`src/rtl/if_stage_if.sv`:
```
// Instruction-memory request/acknowledge bundle between the fetch stage and imem.
// master: drives imem_req/imem_addr; slave: returns imem_ack/imem_rdata.
interface if_stage_if;
    logic        imem_req;
    logic [31:0] imem_addr;
    logic        imem_ack;
    logic [31:0] imem_rdata;

    modport master (
        output imem_req,
        output imem_addr,
        input  imem_ack,
        input  imem_rdata
    );

    modport slave (
        input  imem_req,
        input  imem_addr,
        output imem_ack,
        output imem_rdata
    );
endinterface

```
`src/rtl/if_stage.sv`:
```
// Instruction-fetch stage: owns the PC, fetches via imem handshake, presents to IF/ID.
// Ports: clk, rst (sync, active-high), PCWrite, redirect_valid/pc, imem (master),
//        InstOut, PCPlusOut, inst_valid, flush_out.
module if_stage #(
    parameter logic [31:0] RESET_PC = 32'h0000_0000,
    parameter logic [31:0] NOP_INST = 32'h0000_0000
) (
    input  logic              clk,
    input  logic              rst,
    input  logic              PCWrite,
    input  logic              redirect_valid,
    input  logic [31:0]       redirect_pc,
    if_stage_if.master        imem,
    output logic [31:0]       InstOut,
    output logic [31:0]       PCPlusOut,
    output logic              inst_valid,
    output logic              flush_out
);
    typedef enum logic [1:0] {IDLE, FETCH, READY, DRAIN} state_t;

    state_t      state, state_n;
    logic [31:0] pc, pc_n;
    logic [31:0] req_addr, req_n;
    logic [31:0] inst_buf, buf_n;
    logic [31:0] target;
    logic [31:0] pc_inc;

    assign target = {redirect_pc[31:2], 2'b00};
    assign pc_inc = pc + 32'd4;

    assign imem.imem_req  = (state == FETCH) || (state == DRAIN);
    assign imem.imem_addr = req_addr;
    assign inst_valid     = (state == READY);
    assign InstOut        = inst_valid ? inst_buf : NOP_INST;
    assign PCPlusOut      = pc_inc;
    assign flush_out      = redirect_valid && !rst;

    always_ff @(posedge clk) begin
        if (rst) begin
            state    <= IDLE;
            pc       <= RESET_PC;
            req_addr <= RESET_PC;
            inst_buf <= NOP_INST;
        end else begin
            state    <= state_n;
            pc       <= pc_n;
            req_addr <= req_n;
            inst_buf <= buf_n;
        end
    end

    always_comb begin
        state_n = state;
        pc_n    = pc;
        req_n   = req_addr;
        buf_n   = inst_buf;
        unique case (state)
            IDLE: begin
                state_n = FETCH;
                if (redirect_valid) begin
                    pc_n  = target;
                    req_n = target;
                end
            end
            FETCH: begin
                if (redirect_valid) begin
                    pc_n = target;
                    if (imem.imem_ack) begin
                        req_n = target;
                    end else begin
                        // Wrong-path request cannot be withdrawn; wait it out.
                        state_n = DRAIN;
                    end
                end else if (imem.imem_ack) begin
                    buf_n   = imem.imem_rdata;
                    state_n = READY;
                end
            end
            READY: begin
                if (redirect_valid) begin
                    pc_n    = target;
                    req_n   = target;
                    buf_n   = NOP_INST;
                    state_n = FETCH;
                end else if (PCWrite) begin
                    pc_n    = pc_inc;
                    req_n   = pc_inc;
                    state_n = FETCH;
                end
            end
            DRAIN: begin
                if (redirect_valid) begin
                    pc_n = target;
                end
                if (imem.imem_ack) begin
                    req_n   = redirect_valid ? target : pc;
                    state_n = FETCH;
                end
            end
            default: state_n = IDLE;
        endcase
    end
endmodule
```
`src/flat_wrapper.sv`:
```
// flat-port wrapper written by rule: the top's interface ports become plain ports
module if_stage_flat 
#(
    parameter logic [31:0] RESET_PC = 32'h0000_0000,
    parameter logic [31:0] NOP_INST = 32'h0000_0000
)
  (clk, rst, PCWrite, redirect_valid, redirect_pc, InstOut, PCPlusOut, inst_valid, flush_out, imem_imem_req, imem_imem_addr, imem_imem_ack, imem_imem_rdata);
  if_stage_if imem_i ();
  input  logic clk;
  input  logic rst;
  input  logic PCWrite;
  input  logic redirect_valid;
  input  logic [31:0] redirect_pc;
  output logic [31:0] InstOut;
  output logic [31:0] PCPlusOut;
  output logic inst_valid;
  output logic flush_out;
  output wire logic [$bits(imem_i.imem_req)-1:0] imem_imem_req;
  output wire logic [$bits(imem_i.imem_addr)-1:0] imem_imem_addr;
  input wire logic [$bits(imem_i.imem_ack)-1:0] imem_imem_ack;
  input wire logic [$bits(imem_i.imem_rdata)-1:0] imem_imem_rdata;
  assign imem_imem_req = imem_i.imem_req;
  assign imem_imem_addr = imem_i.imem_addr;
  assign imem_i.imem_ack = imem_imem_ack;
  assign imem_i.imem_rdata = imem_imem_rdata;
  if_stage #(.RESET_PC(RESET_PC), .NOP_INST(NOP_INST)) u_core (.clk(clk), .rst(rst), .PCWrite(PCWrite), .redirect_valid(redirect_valid), .redirect_pc(redirect_pc), .imem(imem_i), .InstOut(InstOut), .PCPlusOut(PCPlusOut), .inst_valid(inst_valid), .flush_out(flush_out));
endmodule
```
`config.mk`:
```
export PLATFORM = sky130hd
export DESIGN_NAME = if_stage_flat
export DESIGN_NICKNAME = d
export VERILOG_FILES = /design/src/rtl/if_stage_if.sv /design/src/rtl/if_stage.sv /design/src/flat_wrapper.sv
export SDC_FILE = /design/constraint.sdc
export NUM_CORES = 1
export LEC_CHECK = 0
export ABC_CLOCK_PERIOD_IN_PS = 3500
export CAP_MARGIN = 20
export CORE_ASPECT_RATIO = 0.75
export CORE_MARGIN = 5
export CORE_UTILIZATION = 48
export DETAILED_ROUTE_END_ITERATION = 10
export GPL_ROUTABILITY_DRIVEN = 0
export PLACE_DENSITY = 0.83
export RECOVER_POWER = 25
export SYNTH_ARGS = -nofsm -noshare
export SYNTH_HDL_FRONTEND = slang
export SYNTH_SLANG_ARGS = --single-unit
```
`constraint.sdc`:
```
create_clock -name clk -period 3.5 [get_ports clk]
set_input_delay 1.05 -clock clk [delete_from_list [all_inputs] [get_ports clk]]
set_output_delay 1.05 -clock clk [all_outputs]
set_load 0.1 [all_outputs]
```
### Word level (Yosys, flattened, before mapping)

Index checks and enable logic that the tools add are counted.

* bits in registers: 98
* output and inout port bits: 99
* word-level logic and storage cells: 47

* add/sub/neg operators: 1
* multiplexer cells: 21
* reductions and logical operators: 9
* equality and inequality tests: 12

Operator list (count)
* $mux 32: 11
* $pmux 32 s2: 2
* $pmux 32 s4: 1
* $add 32x3->32 const B: 1
* $mux 2: 6
* $ne 2x2->1 const B: 6
* $ne 3x3->1 const B: 3
* $pmux 2 s4: 1
* $reduce_and 4->1: 2
* $reduce_and 5->1: 1
* $eq 2x2->1 const B: 2
* $reduce_or 3->1: 1
* $eq 2x1->1 const B: 1
* $logic_not 2->1: 1
* $reduce_bool 2->1: 1
* $logic_and 1x1->1: 1
* $logic_not 1->1: 1
* $logic_or 1x1->1: 1

### Depth between registers and ports, before layout

* depth in word-level cells: 4
* depth in mapped cells: 8
* depth with buffers taken out: 6

### Worst setup path after synthesis

OpenSTA, ideal clock, no wires.

* path kind: in2out
* start: input port redirect_valid
* end: output port flush_out
* path buffers: 3
* arrival: 3.129 ns
* stages: 5
* setup slack: -0.679 ns
* cell sequence: clkbuf_1 -> inv_1 -> clkbuf_1 -> buf_1 -> nor2_1

* longest elaborated chain between the ends: 1

Ends and longest elaborated chain
* start: declaration: line flat_wrapper.sv:12 `input logic redirect_valid;`
* $logic_and 1x1->1: line if_stage.sv:36 `assign flush_out = redirect_valid && !rst;`
* end: declaration: line flat_wrapper.sv:17 `output logic flush_out;`

Every way passes these cells.

### Worst setup path in the final report

* start: register u_core.pc[15]
* end: output port PCPlusOut[31]

* longest elaborated chain between the ends: 1

Ends and longest elaborated chain
* start: declaration: line if_stage.sv:22 `logic [31:0] pc, pc_n;`
* start signal: assignment: line if_stage.sv:46 `pc <= pc_n;`
* $add 32x3->32: line if_stage.sv:29 `assign pc_inc = pc + 32'd4;`
* end: declaration: line flat_wrapper.sv:15 `output logic [31:0] PCPlusOut;`

Every way passes these cells.

==> flow_summary_export.csv <==
group,metric,value,unit
outcome,status,"completed",
pwr,power.leakage,3.34,nW
placed_design,io_buffers,165,
clock_network,cts_tree,"yes",
yosys,synthArstFlopShare,0,%
sta,period_share,98.2,%
pwr,total_power,3.32,mW
global_route,overflow,0,
yosys,syn_inst,743,
pwr,powerDensity,389,nW/µm²
sta,setup-violations-final,0,
hold_path,whs_endpoint,"u_core.imem.imem_addr[13]",
cells_and_area,layout-drive-gt1-share,21.7,%
yosys,synth.avg_cell_area,7.73,µm²
global_route,grt_start_max_net_pins,43,
cells_and_area,diodes,0,
pwr,vdd_drop_max,0.272,mV
setup_path,r2r_slack,0.99,ns
pwr,power_frac_comb,30.2,%
clock_network,root_buffer,"clkbuf_16",
floorplanning,die_area,14300,µm²
floorplanning,dieWidth,136,µm
clock_network,cts_hold_buf,0,
setup_path,crit_type,"reg -> out",
cells_and_area,nets,954,
routing,wl_met2,9.73,mm
sta,slew_violations,0,
routing,met1Wirelength,8.72,mm
sta,slew_headroom,19.1,%
yosys,ys_ff_latch,98,
setup_path,worstPathMaxFanout,8,
cells_and_area,final_area,8550,µm²
pwr,switching_share,37.8,%
placed_design,dpl_cell_area,8290,µm²
routing,top_layer_used,"met4",
routing,wl_per_cell,20.6,µm
pwr,clock_power_share,32.0,%
global_route,grt_pass1_vias,6414,
setup_path,r2r-start,"u_core.state[0]",
yosys,ys_warn_count,0,
setup_path,worst_ep_arrival_time,2.39,ns
sta,period_needed,3.44,ns
hold_path,whs_path_depth,2,
pwr,switchingPower,1.26,mW
routing,vias,6661,
yosys,synth_edf_count,0,
sta,fin_skew,0.00887,ns
sta,worst_pin_slew,1.22,ns
routing,first_iter_violations,892,
yosys,syn_area,5740,µm²
yosys,synth_top_cell_by_area,"dfxtp_1",
global_route,grt_pass1_wl,33.9,mm
yosys,synth_area_leaders,"dfxtp_1, nor2_1, a22oi_1",
yosys,ys.flop_type,"dfxtp_1",
sta,max_freq,0.291,GHz
floorplanning,fp-row-count,34,
global_route,grt_use_total,29.5,%
routing,ant_nets,0,
cells_and_area,fillCellCount,859,
clock_network,insertion_delay,0.36,ns
routing,via_per_inst,6.34,
yosys,ys_types,75,
cells_and_area,final_common_cell,"nor2_1",
cells_and_area,final_cell_mix,"nor2_1, dfxtp_1, clkdlybuf4s50_1, buf_12, nand2_1",
setup_path,start_kind,"flop",
yosys,yosysTopAreaCellShare,34.2,%
clock_network,cts_made_buffers,9,
routing,wirelength,21.6,mm
floorplanning,core,11700,µm²
yosys,yosysSeqAreaShare,34.2,%
pwr,power_frac_seq,37.9,%
flow_run,maxCapViolCount,0,
floorplanning,die_h,105,µm
hold_path,hp-class,"reg -> reg",
setup_path,r2r_end,"u_core.imem.imem_addr[19]",
pwr,p_int,2.07,mW
global_route,antenna_found_initial,0,
clock_network,cts_buffer_depth,2,
setup_path,required,2.45,ns
routing,post-route-drc-count,0,
floorplanning,pin_count,168,
yosys,synth_nets,813,
clock_network,clk_pin_slew,0.07,ns
hold_path,hp-start,"u_core.imem.imem_addr[13]",
routing,met3_length,2.58,mm
clock_network,htreeDepth,3,
cells_and_area,area_growth,48.8,%
routing,dr.pass1.iters,6,
setup_path,r2r_cells,7,
placed_design,dp_hpwl,15.2,mm
sta,hold_viol,0,
clock_network,cts_sinks,98,
floorplanning,initial_core_util,49.3,%
setup_path,end_kind,"output port",
-- layer usage --
metal | track usage [%] | up-vias
li1 | - | 2967
met2 | 45.1 | 467
met1 | 39.7 | 3148
met5 | 0 | -
met4 | 9.06 | 0
met3 | 9.70 | 79
-- cells by family after synthesis --
family                     synth area share (%)
and+or+nand+nor                            27.1
AOI/OAI and AO/OA                          23.9
DFF                                        34.2
buffers and inverters                      6.58
xor gates and xnor gates                   7.02
muxes                                      1.07
adders and majority gates                 0.218
-- area by class of cell --
| cell class | count | area, µm² | share of cell area [%] |
|---|---|---|---|
| clock buffers | 10 | 239 | 2.80 |
| clock inverters | 6 | 75.1 | 0.878 |
| inverters | 13 | 48.8 | 0.571 |
| multi-input cells | 553 | 3690 | 43.2 |
| flip-flops and latches | 98 | 1980 | 23.1 |
| well taps | 162 | 203 | 2.37 |
| repair buffers | 209 | 2310 | 27.1 |
-- worst max path at each step --
stage | start | to | slack [ns]
finish | u_core.pc[15] | PCPlusOut[31] | 0.06
global route | u_core.pc[15] | PCPlusOut[31] | -0.001
CTS | u_core.pc[12] | PCPlusOut[21] | 0.003
detailed placement | u_core.pc[3] | PCPlusOut[26] | 0.17
global placement | u_core.pc[3] | PCPlusOut[26] | 0.21
floorplan | redirect_valid | flush_out | -0.20
-- worst max-delay path, stage by stage, from the launching register on --
cell and delay [ns]:
dfxtp_1 0.51, nand4_1 0.26, or4_4 0.53, nor3_2 0.18, buf_4 0.16, xor2_4 0.19, buf_12 0.20
-- per-stage QoR --
stage | hold slack (ns) | setup TNS (ns) | instances | utilization [%] | worst slack [ns]
global route | 0.472 | -0.00130 | 1051 | 73.3 | -0.00130
global placement | 0.446 | 0 | 1033 | 71.0 | 0.212
finish | 0.458 | 0 | 1051 | 73.3 | 0.0627
detailed placement | 0.453 | 0 | 1034 | 71.1 | 0.169
CTS | 0.465 | 0 | 1051 | 74.2 | 0.00299
floorplan | 0.454 | -0.217 | 743 | - | -0.201
-- flip-flops by register name, summed over array words and instances, names as in the netlist --
signal and cells:
u_core.imem.imem_addr 32, u_core.inst_buf 32, u_core.pc 32, u_core.state 2
-- cell usage after synthesis (17+ instances only) --
library cell and count:
dfxtp_1 98, nor2_1 95, clkbuf_1 56, nand2_1 53, and3_1 40, o21ai_0 40
a21oi_1 37, a22oi_1 34, xnor2_1 29, nand3_1 25, nor3_1 24, xor2_1 17
-- timing repair --
action,4_1_cts,5_1_grt
buffers inserted,1,0
gates resized for setup,11,14
endpoints found under the setup margin,10,8
pin swaps,1,1
-- power groups by stage --
stage	combinational (mW)	sequential, mW	clock, mW
final	1.00	1.26	1.06
after CTS	1.03	1.25	1.07
after global routing	1.04	1.26	1.11
after global placement	1.00	1.27	0
after detailed placement	1.02	1.28	0
after floorplan	0.482	1.47	0
No activity file was read; power rests on OpenSTA's default activity.
